$ cat config.mk
export PLATFORM = sky130hd
export DESIGN_NAME = reg_access_arbiter
export DESIGN_NICKNAME = d
export VERILOG_FILES = /design/src/rtl/reg_access_arbiter.sv
export SDC_FILE = /design/constraint.sdc
export NUM_CORES = 1
export LEC_CHECK = 0
export CAP_MARGIN = 20
export CORE_MARGIN = 4
export CORE_UTILIZATION = 36
export DETAILED_ROUTE_END_ITERATION = 12
export PLACE_DENSITY = 0.91
export SLEW_MARGIN = 30
export SYNTH_ARGS = -nofsm -noshare
export SYNTH_HDL_FRONTEND = slang
export SYNTH_SLANG_ARGS = --single-unit
export TNS_END_PERCENT = 10
$ cat constraint.sdc
create_clock -name clk -period 3 [get_ports clk]
set_clock_uncertainty 0.15 [all_clocks]
set_input_delay 0.9 -clock clk [delete_from_list [all_inputs] [get_ports clk]]
set_output_delay 0.9 -clock clk [all_outputs]
set_load 0.02 [all_outputs]
$ cat src/rtl/reg_access_arbiter.sv
// Round-robin arbiter sharing one register-bus port among NREQ requesters;
// serialises reads/writes and returns fixed-latency read data to the owner.
module reg_access_arbiter #(
  parameter int unsigned NREQ   = 2,
  parameter int unsigned AW     = 32,
  parameter int unsigned DW     = 8,
  parameter int unsigned DEPTH  = 64,
  parameter int unsigned RD_LAT = 1
) (
  input  logic               clk,
  input  logic               rst_n,
  input  logic [NREQ-1:0]    i_req,
  input  logic [NREQ-1:0]    i_we,
  input  logic [NREQ*AW-1:0] i_addr,
  input  logic [NREQ*DW-1:0] i_wdata,
  output logic [NREQ-1:0]    o_gnt,
  output logic [NREQ-1:0]    o_rvalid,
  output logic [DW-1:0]      o_rdata,
  output logic [NREQ-1:0]    o_err,
  output logic [AW-1:0]      o_reg_addr,
  output logic [DW-1:0]      o_reg_wdata,
  output logic               o_reg_we,
  output logic               o_reg_re,
  input  logic [DW-1:0]      i_reg_rdata
);

  localparam int unsigned IW = (NREQ > 1) ? $clog2(NREQ) : 1;
  localparam int unsigned CW = $clog2(RD_LAT + 1);

  typedef enum logic [1:0] {
    ST_IDLE  = 2'd0,
    ST_ISSUE = 2'd1,
    ST_WAIT  = 2'd2
  } state_t;

  state_t          r_state;
  logic [IW-1:0]   r_ptr;
  logic [IW-1:0]   r_idx;
  logic            r_we;
  logic            r_oor;
  logic [CW-1:0]   r_cnt;
  logic [NREQ-1:0] r_gnt;
  logic [NREQ-1:0] r_rvalid;
  logic [NREQ-1:0] r_err;
  logic [DW-1:0]   r_rdata;
  logic [AW-1:0]   r_reg_addr;
  logic [DW-1:0]   r_reg_wdata;
  logic            r_reg_we;
  logic            r_reg_re;

  state_t          w_state_nxt;
  logic [IW-1:0]   w_ptr_nxt;
  logic [IW-1:0]   w_idx_nxt;
  logic            w_we_nxt;
  logic            w_oor_nxt;
  logic [CW-1:0]   w_cnt_nxt;
  logic [NREQ-1:0] w_gnt_nxt;
  logic [NREQ-1:0] w_rvalid_nxt;
  logic [NREQ-1:0] w_err_nxt;
  logic [DW-1:0]   w_rdata_nxt;
  logic [AW-1:0]   w_reg_addr_nxt;
  logic [DW-1:0]   w_reg_wdata_nxt;
  logic            w_reg_we_nxt;
  logic            w_reg_re_nxt;

  logic [IW-1:0]   w_win;
  logic [AW-1:0]   w_win_addr;
  logic [DW-1:0]   w_win_wdata;
  logic            w_win_we;
  logic            w_win_oor;

  // Requester index at offset 'off' from 'base', wrapping modulo NREQ.
  function automatic logic [IW-1:0] rr_idx(input logic [IW-1:0] base,
                                           input int unsigned off);
    int unsigned j;
    j = 32'(base) + off;
    if (j >= NREQ) j = j - NREQ;
    return IW'(j);
  endfunction

  // Round-robin winner: first requesting index at or after r_ptr.
  always_comb begin
    w_win = '0;
    for (int unsigned k = NREQ; k > 0; k--) begin
      if (i_req[rr_idx(r_ptr, k - 1)]) w_win = rr_idx(r_ptr, k - 1);
    end
  end

  assign w_win_addr  = i_addr[32'(w_win)*AW +: AW];
  assign w_win_wdata = i_wdata[32'(w_win)*DW +: DW];
  assign w_win_we    = i_we[w_win];
  assign w_win_oor   = (w_win_addr >= AW'(DEPTH));

  // Next-state and registered-output logic.
  always_comb begin
    w_state_nxt     = r_state;
    w_ptr_nxt       = r_ptr;
    w_idx_nxt       = r_idx;
    w_we_nxt        = r_we;
    w_oor_nxt       = r_oor;
    w_cnt_nxt       = r_cnt;
    w_gnt_nxt       = '0;
    w_rvalid_nxt    = '0;
    w_err_nxt       = '0;
    w_rdata_nxt     = r_rdata;
    w_reg_addr_nxt  = r_reg_addr;
    w_reg_wdata_nxt = r_reg_wdata;
    w_reg_we_nxt    = 1'b0;
    w_reg_re_nxt    = 1'b0;

    case (r_state)
      ST_IDLE: begin
        if (|i_req) begin
          w_state_nxt      = ST_ISSUE;
          w_idx_nxt        = w_win;
          w_we_nxt         = w_win_we;
          w_oor_nxt        = w_win_oor;
          w_ptr_nxt        = (w_win == IW'(NREQ - 1)) ? '0 : w_win + IW'(1);
          w_gnt_nxt[w_win] = 1'b1;
          if (!w_win_oor) begin
            w_reg_addr_nxt  = w_win_addr;
            w_reg_wdata_nxt = w_win_wdata;
            w_reg_we_nxt    = w_win_we;
            w_reg_re_nxt    = !w_win_we;
          end else begin
            // Write errors pulse with gnt; read errors wait for rvalid.
            w_err_nxt[w_win] = w_win_we;
          end
        end
      end

      ST_ISSUE: begin
        if (r_we) begin
          w_state_nxt = ST_IDLE;
        end else begin
          w_state_nxt = ST_WAIT;
          w_cnt_nxt   = CW'(1);
        end
      end

      ST_WAIT: begin
        if (r_cnt == CW'(RD_LAT)) begin
          w_state_nxt          = ST_IDLE;
          w_cnt_nxt            = '0;
          w_rdata_nxt          = r_oor ? '0 : i_reg_rdata;
          w_rvalid_nxt[r_idx]  = 1'b1;
          w_err_nxt[r_idx]     = r_oor;
        end else begin
          w_cnt_nxt = r_cnt + CW'(1);
        end
      end

      default: begin
        w_state_nxt = ST_IDLE;
      end
    endcase
  end

  // State and output registers.
  always_ff @(posedge clk) begin
    if (!rst_n) begin
      r_state     <= ST_IDLE;
      r_ptr       <= '0;
      r_idx       <= '0;
      r_we        <= 1'b0;
      r_oor       <= 1'b0;
      r_cnt       <= '0;
      r_gnt       <= '0;
      r_rvalid    <= '0;
      r_err       <= '0;
      r_rdata     <= '0;
      r_reg_addr  <= '0;
      r_reg_wdata <= '0;
      r_reg_we    <= 1'b0;
      r_reg_re    <= 1'b0;
    end else begin
      r_state     <= w_state_nxt;
      r_ptr       <= w_ptr_nxt;
      r_idx       <= w_idx_nxt;
      r_we        <= w_we_nxt;
      r_oor       <= w_oor_nxt;
      r_cnt       <= w_cnt_nxt;
      r_gnt       <= w_gnt_nxt;
      r_rvalid    <= w_rvalid_nxt;
      r_err       <= w_err_nxt;
      r_rdata     <= w_rdata_nxt;
      r_reg_addr  <= w_reg_addr_nxt;
      r_reg_wdata <= w_reg_wdata_nxt;
      r_reg_we    <= w_reg_we_nxt;
      r_reg_re    <= w_reg_re_nxt;
    end
  end

  assign o_gnt       = r_gnt;
  assign o_rvalid    = r_rvalid;
  assign o_err       = r_err;
  assign o_rdata     = r_rdata;
  assign o_reg_addr  = r_reg_addr;
  assign o_reg_wdata = r_reg_wdata;
  assign o_reg_we    = r_reg_we;
  assign o_reg_re    = r_reg_re;

endmodule

==> flow_summary.ini, run 1 <==
[critical_path]
crit_fanout = 29
worstPathArrival_ns = 2.87
max_stage_delay_ns = 0.52
startpoint = i_addr[23]
critical-path-top-delay-family = simple AND/OR/NAND/NOR gates
reg2reg_from = r_ptr
cp.required_ns = 3.07
cp-end-kind = flop
start_kind = input pin
critical_path_class = in -> reg
crit_chain = clkdlybuf4s50_1 > or4_1 > a2111o_1 > o31ai_2 > nand3_2 > buf_12 > and3_1
crit_slowest_cell = or4_1
critPathBufInv = 2

[cts]
cts_hold_buf = 0
cts_resized = 0
cts_tree = yes
root_buffer = clkbuf_8
clkTransAtPathRegs_ns = 0.07
clock_path_buffers = 2
cts_buffers = 9
cts_max_level = 3
postCtsSetupRepairBufs = 0
cts_sinks = 63
clk_latency_ns = 0.32

[yosys]
syn-cell-area_sq_um = 2340
synth_edf_count = 0
yosysMostFrequentCell = dfxtp_1
synth_cell_type_count = 30
synth_area_leaders = dfxtp_1 54%, and3_1 7.0%, mux2i_1 6.8%, mux2_2 6.7%, nand2_1 5.6%
ys_ff_latch = 63
synth.cells.most_frequent = 63 x dfxtp_1, 35 x nand2_1, 26 x and3_1
ys.flop_type = dfxtp_1
netlist_instances = 229
synth_top_area_frac = 0.539
ys.warnings.count = 0
ys_seq_area_frac = 0.539
synth-async-reset-ratio = 0
synth_nets = 323
post-synth-top-area-cell = dfxtp_1
avgSynthCellArea_sq_um = 10.2

[sta]
max_freq_mhz = 358
tightest_slew_ns = 0.660
fin_crit_sh = 0.932
fin_crit_ns = 2.80
drv_slew = 0
whs_ns = 0.276
timing.slew.headroom = 0.559
setup_violations = 0
hold_viol = 0
tns_ns = 0
rsz0062_at_grt = false

[global_route]
busiest_layer = met2
grt_overflow = 0
grt_max_degree = 37
grt.met2_usage = 0.316
grtUsageTotal = 0.179
met3_usage = 0.0764
grt_pass1_wl_mm = 10.6
antenna_found_initial = 0
grt_use_met1 = 0.190
grt_pass1_vias = 2279

[floorplan]
die_h_um = 88.6
num_io_pins = 150
start_util = 0.371
row_count = 29
coreArea_sq_um = 6310
die_x_um = 88.6
design.die.area_sq_um = 7850

[drt]
drt_first_pass_iters = 4
drtAntennaViolNets = 0
vias = 2256
vias_per_cell = 4.88
wl_mm = 6.93
wl_per_cell_um = 15.0
first_iter_violations = 34
drc = 0

[place]
gp_congestion = 0.743
hpwlAfterDp_mm = 5.50
portBuffers = 149

[cells_and_area]
syn2layout_area_growth_pct = 73.7
nNetsFinal = 475
multi_input_area_sq_um = 1000
fill_cells = 538
regArea_sq_um = 1260
diodes = 0
fin_util = 0.644
drive_gt1_frac = 0.0909

[power]
irDropWorstVdd_mv = 0.279
p_per_area_nw_per_um2 = 422
p_leak_nw = 1.73
power_mw = 1.72

[job]
cap_violations = 0

[hold_path]
worstHoldStart = r_idx
holdCritPathClass = reg -> reg

[outcome]
status = completed
==> cell usage in the layout (no fill, tap or decap), drive strengths merged, types with 8 or more instances in the layout <==
| master | n |
|---|---|
| dfxtp | 63 |
| mux2 | 14 |
| nand2 | 35 |
| and3 | 26 |
| clkbuf | 11 |
| nor2 | 12 |
| a22o | 9 |
| clkdlybuf4s50 | 148 |
| mux2i | 16 |
| nor4 | 8 |
==> layout make-up <==
class | count | area share
sequential | 63 | 0.310
tap | 77 | 0.0237
inverter | 4 | 0.00369
timing repair buffer | 153 | 0.376
multi-input combinational | 150 | 0.246
clock buffer | 11 | 0.0348
clock inverter | 4 | 0.00554
==> stage by stage <==
stage	setup slack, ns	instances	area, sq um
floorplan	0.368	229	2340
global placement	-0.106	447	3900
detailed placement	-0.148	447	3900
CTS	0.208	462	4070
global route	0.145	462	4070
finish	0.204	462	4070
==> routing by layer <==
| metal | routed length [um] | vias up |
|---|---|---|
| li1 | - | 1111 |
| met1 | 2590 | 1033 |
| met2 | 3510 | 101 |
| met3 | 738 | 11 |
| met4 | 96 | 0 |
| met5 | 0 | - |
==> logic make-up after synthesis <==
logic type      count (synthesis)  synth area share
buf+inv                        16            0.0337
compound gates                 22            0.0786
mux                            30             0.136
simple gates                   98             0.213
flops                          63             0.539
==> flip-flops by register name, indices dropped and copies added (netlist names) <==
name and flops:
o_err 2, o_gnt 2, o_rdata 8, o_reg_addr 32
o_reg_re 1, o_reg_wdata 8, o_reg_we 1, o_rvalid 2
r_cnt 1, r_idx 1, r_oor 1, r_ptr 1
r_state 2, r_we 1
==> power breakdown <==
part	switching, mW	total [mW]	internal, mW
clock network	0.303	0.616	0.313
registers	0.0114	0.864	0.853
logic	0.0808	0.236	0.155
total	0.395	1.72	1.32
==> path summary, 6_finish.rpt <==
kind | slack, ns | end | depth (start not counted)
hold reg to reg | 0.28 | o_rvalid[0] | 1
hold / removal | 0.28 | o_rvalid[0] | 1
setup reg to reg | 1.12 | o_reg_addr[31] | 6
setup / recovery | 0.20 | o_reg_addr[31] | 7
No activity file was read; power rests on OpenSTA's default activity.
==> run 2: changes to the inputs <==
- PLACE_DENSITY: 0.91 -> 0.84
- SETUP_SLACK_MARGIN: unset -> 0.5
- SKIP_CTS_REPAIR_TIMING: unset -> 1
==> flow_summary.ini, run 2 (synthesis gave the netlist of run 1 again) <==
[outcome]
status = completed

[sta]
rsz0062_at_grt = true
fin_crit_sh = 0.853
setup_violations = 0
max_freq_mhz = 391
tightest_slew_ns = 0.619
timing.slew.headroom = 0.586
fin_crit_ns = 2.56
hold_viol = 0
drv_slew = 0

[global_route]
busiest_layer = met2
grt_use_met1 = 0.179
grt_pass1_vias = 2303
grtUsageTotal = 0.175
grt_pass1_wl_mm = 10.4
met3_usage = 0.0540
grt_overflow = 0
grt.met2_usage = 0.321
grt_max_degree = 37
antenna_found_initial = 0

[cells_and_area]
layout_common_cells = 122 x clkdlybuf4s50_1, 63 x dfxtp_1, 34 x nand2_1, 24 x dlymetal6s2s_1, 15 x mux2i_1
fin_util = 0.688
final_common_cell = clkdlybuf4s50_1
nNetsFinal = 478
drive_gt1_frac = 0.160
diodes = 0
syn2layout_area_growth_pct = 85.8
largest_reg_flops = 32
design_area_sq_um = 4350

[power]
p_per_area_nw_per_um2 = 419
switchingPower_uw = 395
combinationalPowerShare = 0.132
switching_share = 0.216
p_seq_frac = 0.475
p_int_mw = 1.43
power_frac_clock = 0.393
p_leak_nw = 1.98
irDropWorstVdd_mv = 0.283

[drt]
wl_per_cell_um = 15.8
first_iter_violations = 44
drtAntennaViolNets = 0
drc = 0
vias_per_cell = 5.00
drt_first_pass_iters = 4
wl_mm = 7.36
vias = 2323

[critical_path]
critical_path_class = in -> reg
reg2reg_from = r_ptr
cp_num_cells = 7
crit_fanout = 8
crit_end = o_reg_addr[18]
worstPathArrival_ns = 2.62
max_stage_delay_ns = 0.52
cp-end-kind = flop
startpoint = i_addr[24]
critical-path-top-delay-family = simple AND/OR/NAND/NOR gates
critPathBufInv = 2
crit_slowest_cell = or4_4
start_kind = input pin
crit_chain = buf_6 > or4_4 > a2111o_1 > o31ai_4 > nand3_4 > clkbuf_16 > and3_4
rr_worst_depth = 6
regToRegEndpoint = o_reg_addr[18]
rrSetupSlack_ns = 1.07
cp.required_ns = 3.06

[cts]
cts_sinks = 63
clock_path_buffers = 2
root_buffer = clkbuf_8
cts_tree = yes
clkTransAtPathRegs_ns = 0.07
cts_buffers = 9
cts_max_level = 3
clk_latency_ns = 0.32

[place]
portBuffers = 149
post_dp_cell_area_sq_um = 3900
hpwlAfterDp_mm = 5.50
gp_congestion = 0.733

[floorplan]
die_x_um = 88.6
start_util = 0.371
row_count = 29
die_h_um = 88.6
coreArea_sq_um = 6310
design.die.area_sq_um = 7850
num_io_pins = 150

[hold_path]
holdCritPathClass = reg -> reg

[job]
cap_violations = 0
## run 2: how the worst min path moves through the flow
stage / startpoint / to / slack, ns / cells past startpoint
detailed placement: r_idx / o_rvalid[0] / 0.28 / 1
floorplan: r_idx / o_rvalid[0] / 0.25 / 1
global route: o_reg_wdata[2] / o_reg_wdata[2] / 0.32 / 2
global placement: r_idx / o_rvalid[0] / 0.26 / 1
finish: r_idx / o_rvalid[0] / 0.30 / 1
CTS: r_idx / o_rvalid[0] / 0.29 / 1
## run 2: power by group through the flow
stage | clock network, mW | registers, mW | logic, mW
after CTS | 0.737 | 0.865 | 0.240
after detailed placement | 0 | 0.883 | 0.240
after floorplan | 0 | 0.887 | 0.0828
final | 0.716 | 0.865 | 0.241
after global placement | 0 | 0.882 | 0.234
after global routing | 0.783 | 0.867 | 0.261
## run 2: metal layers
layer,share of wire,vias to the layer above
li1,-,1125
met1,0.37,1070
met2,0.53,114
met3,0.081,14
met4,0.023,0
met5,0,-
## run 2: final cells by class
class                      instances  area, sq um
clock buffer                      12          155
clock inverter                     3         42.5
fill                             466         1970
inverter                           4         15.0
multi-input combinational        150         1130
sequential                        63         1260
tap                               77         96.3
timing repair buffer             156         1650
## run 2: worst reg2reg max path: cells and delay by family (launching register included)
family,cells,cell delay [ns]
flip-flops,1,0.32
AND/OR/NAND/NOR,3,0.57
AO/OA/AOI/OAI,2,0.57
buffers and inverters,1,0.22
## run 2: per-stage QoR
step           TNS [ns]  worst slack [ns]  cells  total power [mW]  hold WS [ns]
2_1_floorplan         0             0.368    229             0.969         0.254
3_3_place_gp      -3.40           -0.0914    447              1.12         0.262
3_5_place_dp      -4.22            -0.122    447              1.12         0.280
4_1_cts               0             0.225    462              1.84         0.287
5_1_grt               0             0.379    465              1.91         0.323
6_report              0             0.440    465              1.82         0.298
==> RTL change 1 (settings of run 1) <==
`r_reg_wdata` no longer has a reset.
--- a/src/rtl/reg_access_arbiter.sv
+++ b/src/rtl/reg_access_arbiter.sv
@@ -170,7 +170,6 @@
       r_err       <= '0;
       r_rdata     <= '0;
       r_reg_addr  <= '0;
-      r_reg_wdata <= '0;
       r_reg_we    <= 1'b0;
       r_reg_re    <= 1'b0;
     end else begin
@@ -185,10 +184,13 @@
       r_err       <= w_err_nxt;
       r_rdata     <= w_rdata_nxt;
       r_reg_addr  <= w_reg_addr_nxt;
-      r_reg_wdata <= w_reg_wdata_nxt;
       r_reg_we    <= w_reg_we_nxt;
       r_reg_re    <= w_reg_re_nxt;
     end
+  end
+
+  always_ff @(posedge clk) begin
+    r_reg_wdata <= w_reg_wdata_nxt;
   end
 
   assign o_gnt       = r_gnt;
Check against the original RTL: not equivalent (a bounded check fails within 4 cycles, from zero or initial values and one cycle with rst_n low).
==> RTL change 1 against run 1 <==
Global-route usage is 0.50 points higher. Critical path depth unchanged. Combinational power is 3% higher. First-iteration DRC count up 82%. Worst setup slack improved by 14 ps. Wire length grew 2.2%. Sequential power up 2%. Final area rose by 0.25%. Synthesized cell count shrank 8.3%. Total power rose by 6.1%. Sequential cell count unchanged. Critical endpoint is now o_reg_re. Synthesized area decreased by 2.0%. Register-to-register slack better by 70 ps.
==> RTL change 1: results (changes against run 1) <==
- Worst-path clk slew: 70 ps (about the same)
- CP Data Arrival Time: 2890 ps (+20 ps)
- DP Area: 0.00389 mm2 (-0.38%)
- Fraction of registers with async set/reset: 0% (unchanged)
- Hold_sp: r_idx
- Tot GR Track Use: 18.4% (+0.50 points)
- Status: finished clean
- Critical Path Start: i_addr[43]
- Post-detailed-route wirelength per cell: 15.9 um (+5.9%)
- Post-synth EDFFs: 8 (+8)
- Syn nets: 304 (-5.9%)
- Vias after detailed routing: 2196 (-2.7%)
- Placement Setup Slack: -66.5 ps (+81.4 ps)
- Setup repair bufs after CTS: 0 (unchanged)
- PwrDens: 447 mW/mm2 (+5.8%)
- Post-DP HPWL: 5730 um (+4.3%)
- Share of cells above drive strength 1: 9.97% (+0.88 points)
- Top post-synthesis cells by count: 55 x dfxtp_1, 26 x and3_1, 17 x nand2_1, 14 x mux2_2
- Worst slew margin: 58.9% (+3.0 points)
- First-pass GRT wire length: 10800 um (+1.1%)
- Post-synth cell types: 36 (+20%)
- Total CTS buffers: 9 (unchanged)
- R2R Setup Slk: 1190 ps (+70 ps)
- Synth warn: 0 (unchanged)
- Worst hold path type: flip-flop to flip-flop
- Gpl congestion: 0.812 (+9.2%)
- P_leak: 0.00164 uW (-5.4%)
- Sequential share of the synthesized area: 58.5% (+4.6 points)
- Insertion delay to the later sink of the worst-skew pair: 330 ps
- RR Startpoint: r_ptr
- Initial antenna violation count: 0 (unchanged)
- Final net count: 460 (-3.2%)
- Fmax: 359 MHz (+0.49%)
- Vias in the first global route: 2331 (+2.3%)
- CP max FO: 2 (-93%)
- Hold_ws: 282 ps (+6.23 ps)
- Area contributors post-synth: dfxtp_1 48%, edfxtp_1 10%, and3_1 7.1%, mux2_2 6.9%, nor4_1 3.5%
- Max FFs per register: 32 (unchanged)
- DR iter-0 viols: 62 (+82%)
- Fill cells: 457 (-15%)
- Largest net degree at the start of global routing: 33 (-11%)
- Peak VDD IR: 0.254 mV (-9.1%)
==> RTL change 1: cell types whose count changed after synthesis, moves of 2 or more <==
| cell | change |
|---|---|
| nor4_1 | +5 |
| clkbuf_2 | +2 |
| clkbuf_1 | -2 |
| or3_1 | +2 |
| nand2_1 | -18 |
| or4_1 | -4 |
| and2_1 | -2 |
| mux2i_1 | -10 |
| edfxtp_1 | +8 |
| dfxtp_1 | -8 |
==> RTL change 1: per-layer routing <==
metal	routed length, um	global-route usage [%]
met2	3720	35.0
met1	2570	18.0
met4	134	7.81
met3	657	5.93
met5	0	0
==> RTL change 1: critical path: stages <==
cell and delay [ps]:
clkdlybuf4s50_1 420, nor4_1 420, nand4_1 250, buf_4 200
or2_0 230, or3_1 330, a21oi_2 130
==> RTL change 1: final cells by class <==
| cell class | count | area [um2] | share of cell area, % |
|---|---|---|---|
| clock buffers | 10 | 128 | 3.13 |
| clock inverters | 6 | 61.3 | 1.50 |
| inverters | 5 | 18.8 | 0.461 |
| multi-input cells | 132 | 883 | 21.7 |
| flip-flops and latches | 63 | 1340 | 32.9 |
| well taps | 75 | 93.8 | 2.30 |
| repair buffers | 155 | 1550 | 38.0 |
==> RTL change 1: worst paths after layout <==
path | to | cells past startpoint
worst max-delay path | o_reg_re | 7
worst min-delay path | o_rvalid[0] | 1
worst max register to register | o_reg_addr[11] | 7
worst min register to register | o_rvalid[0] | 1
==> RTL change 1: report_power, final <==
group / switching, uW / internal, uW
combinational: 83.4 / 160
clock: 315 / 380
sequential: 12.3 / 871
total: 411 / 1410
==> RTL change 1: logic make-up (layout without fill, tap and decap cells) <==
family | after synthesis | after routing | share of synthesized area (%)
flops | 63 | 63 | 58.5
buf+inv | 15 | 176 | 3.00
compound gates | 26 | 26 | 8.62
mux | 20 | 20 | 9.49
simple gates | 86 | 86 | 20.4
==> RTL change 1: stage by stage <==
step	std cells	setup TNS (ps)
after global routing	446	0
after detailed placement	430	-308
after global placement	430	-2000
after CTS	446	0
after floorplan	210	0
final	446	0
==> RTL change 2 (flow settings as in run 1) <==
Without the edit above. The parameter `DW` goes from 8 to 10.
--- a/src/rtl/reg_access_arbiter.sv
+++ b/src/rtl/reg_access_arbiter.sv
@@ -3,7 +3,7 @@
 module reg_access_arbiter #(
   parameter int unsigned NREQ   = 2,
   parameter int unsigned AW     = 32,
-  parameter int unsigned DW     = 8,
+  parameter int unsigned DW     = 10,
   parameter int unsigned DEPTH  = 64,
   parameter int unsigned RD_LAT = 1
 ) (
Ports: changed (resized i_reg_rdata, i_wdata, o_rdata and o_reg_wdata); port bits go from 150 to 160. The function was not compared with the original's and may differ.
==> RTL change 2 against run 1 <==
Die area increased by 6.5%. Combinational power increased by 5%. Total power increased by 8.1%. Hold slack improved by 17 ps. Largest cell class unchanged. Wire length decreased by 0.13%. Fmax increased by 0.39%. Sequential cell count increased by 4. Final area increased by 7.3%. Highest routed layer unchanged. Synthesized area increased by 7.1%. Worst setup slack improved by 11 ps.
==> RTL change 2: results (changes against run 1) <==
- Dominant synthesized flop cell: dfxtp_1
- Post-synth cell types: 31 (+3.3%)
- Avg Synthesized Cell Area: 10.3 um2 (+0.53%)
- R2R Setup Slk: 1100 ps (-20 ps)
- DRT met1 WL: 2650 um (+2.4%)
- Top post-synthesis cells by count: 67 x dfxtp_1, 39 x nand2_1, 26 x and3_1, 18 x mux2i_1, 13 x mux2_1
- Initial antenna violation count: 0 (unchanged)
- Status: finished clean
- CP Data Arrival Time: 2860 ps (about the same)
- Gpl congestion: 0.710 (-4.4%)
- Worst slew margin: 50.9% (-5.0 points)
- P_leak: 0.00184 uW (+6.3%)
- DR iter-0 viols: 42 (+24%)
- Largest net degree at the start of global routing: 44 (+19%)
- Drt drc: 0 (unchanged)
- Endpoint of the worst register-to-register path: o_reg_addr[7]
- Post-DP HPWL: 5480 um (-0.25%)
- Peak VDD IR: 0.199 mV (-29%)
- CTS max path bufs: 2 (unchanged)
- Syn nets: 344 (+6.5%)
- Top Metal Used: met4
- Fraction of registers with async set/reset: 0% (unchanged)
- Vias in the first global route: 2377 (+4.3%)
- Slowest-stage cell, CP: or4_1
- Placed Cells: 489 (+9.4%)
- Cell Count, Final, Fillers Out: 504 (+9.1%)
- Sequential share of the synthesized area: 53.5% (-0.38 points)
- H-tree levels: 3 (unchanged)
- Fill cells: 540 (+0.37%)
- Worst reg2reg path depth: 6 (unchanged)
- Final period util: 92.8% (-0.36 points)
- # hold bufs at CTS: 0 (unchanged)
- Area contributors post-synth: dfxtp_1 54%, mux2i_1 7.2%, and3_1 6.5%, mux2_1 5.8%, nand2_1 5.8%
- DR vias/cell: 4.72 (-3.3%)
- Share of cells above drive strength 1: 5.64% (-3.5 points)
- Root buffer cell: clkbuf_8
- Post-detailed-route wirelength per cell: 13.7 um (-8.5%)
- Setup repair bufs after CTS: 0 (unchanged)
- CP max FO: 43 (+48%)
- Placement Setup Slack: -126 ps (+21.6 ps)
- TritonRoute pass-1 iters: 4 (unchanged)
- Port bufs: 159 (+6.7%)
- Delay-heaviest family, CP: simple AND/OR/NAND/NOR gates
- Tot GR Track Use: 16.4% (-1.5 points)
- Met2 wire len: 3580 um (+1.9%)
- Wire length on met3: 569 um (-23%)
- Resized Gates After CTS: 0 (unchanged)
- Ant diodes: 0 (unchanged)
- First-pass GRT wire length: 11000 um (+3.5%)
[RTL change 2: kinds of logic (layout without fill, tap and decap cells)]
family                 count (synthesis)  after routing  synth area share [%]
buffers and inverters                 17            181                  3.29
AND/OR/NAND/NOR                      102            102                  20.8
multiplexers                          34             34                  14.4
flip-flops                            67             67                  53.5
AO/OA/AOI/OAI                         24             24                  8.04
[RTL change 2: power breakdown]
| part | leakage (uW) | switching (uW) | internal, uW |
|---|---|---|---|
| Sequential | 0.000542 | 12.4 | 906 |
| Combinational | 0.00121 | 85.7 | 161 |
| Clock | 0.0000881 | 314 | 376 |
| Total | 0.00184 | 412 | 1440 |
[RTL change 2: metrics by stage]
| step | cell area, um2 | utilization, % | hold WS, ps |
|---|---|---|---|
| 2_1_floorplan | 2510 | - | 254 |
| 3_3_place_gp | 4180 | 61.5 | 271 |
| 3_5_place_dp | 4180 | 61.5 | 289 |
| 4_1_cts | 4360 | 64.2 | 298 |
| 5_1_grt | 4360 | 64.2 | 329 |
| 6_report | 4360 | 64.2 | 293 |
[RTL change 2: worst max-delay path by stage]
| stage | end | start | cells past startpoint |
|---|---|---|---|
| floorplan | o_reg_addr[10] | i_addr[23] | 6 |
| global placement | o_reg_addr[25] | i_addr[23] | 7 |
| detailed placement | o_reg_addr[13] | i_addr[23] | 7 |
| CTS | o_reg_addr[8] | i_addr[23] | 7 |
| global route | o_reg_addr[18] | i_addr[23] | 7 |
| finish | o_reg_addr[7] | i_addr[23] | 7 |
[RTL change 2: layer usage]
metal | vias up | global-route usage [%]
met5 | - | 0
met4 | 0 | 8.29
met3 | 10 | 4.81
met2 | 100 | 29.2
met1 | 1083 | 17.3
li1 | 1187 | -
[RTL change 2: layout make-up]
| class | instances | area [um2] | area share [%] |
|---|---|---|---|
| tap | 96 | 120 | 2.75 |
| clock inverter | 5 | 55.1 | 1.26 |
| timing repair buffer | 162 | 1620 | 37.2 |
| multi-input combinational | 160 | 1080 | 24.8 |
| inverter | 4 | 15.0 | 0.344 |
| sequential | 67 | 1340 | 30.7 |
| clock buffer | 10 | 128 | 2.93 |
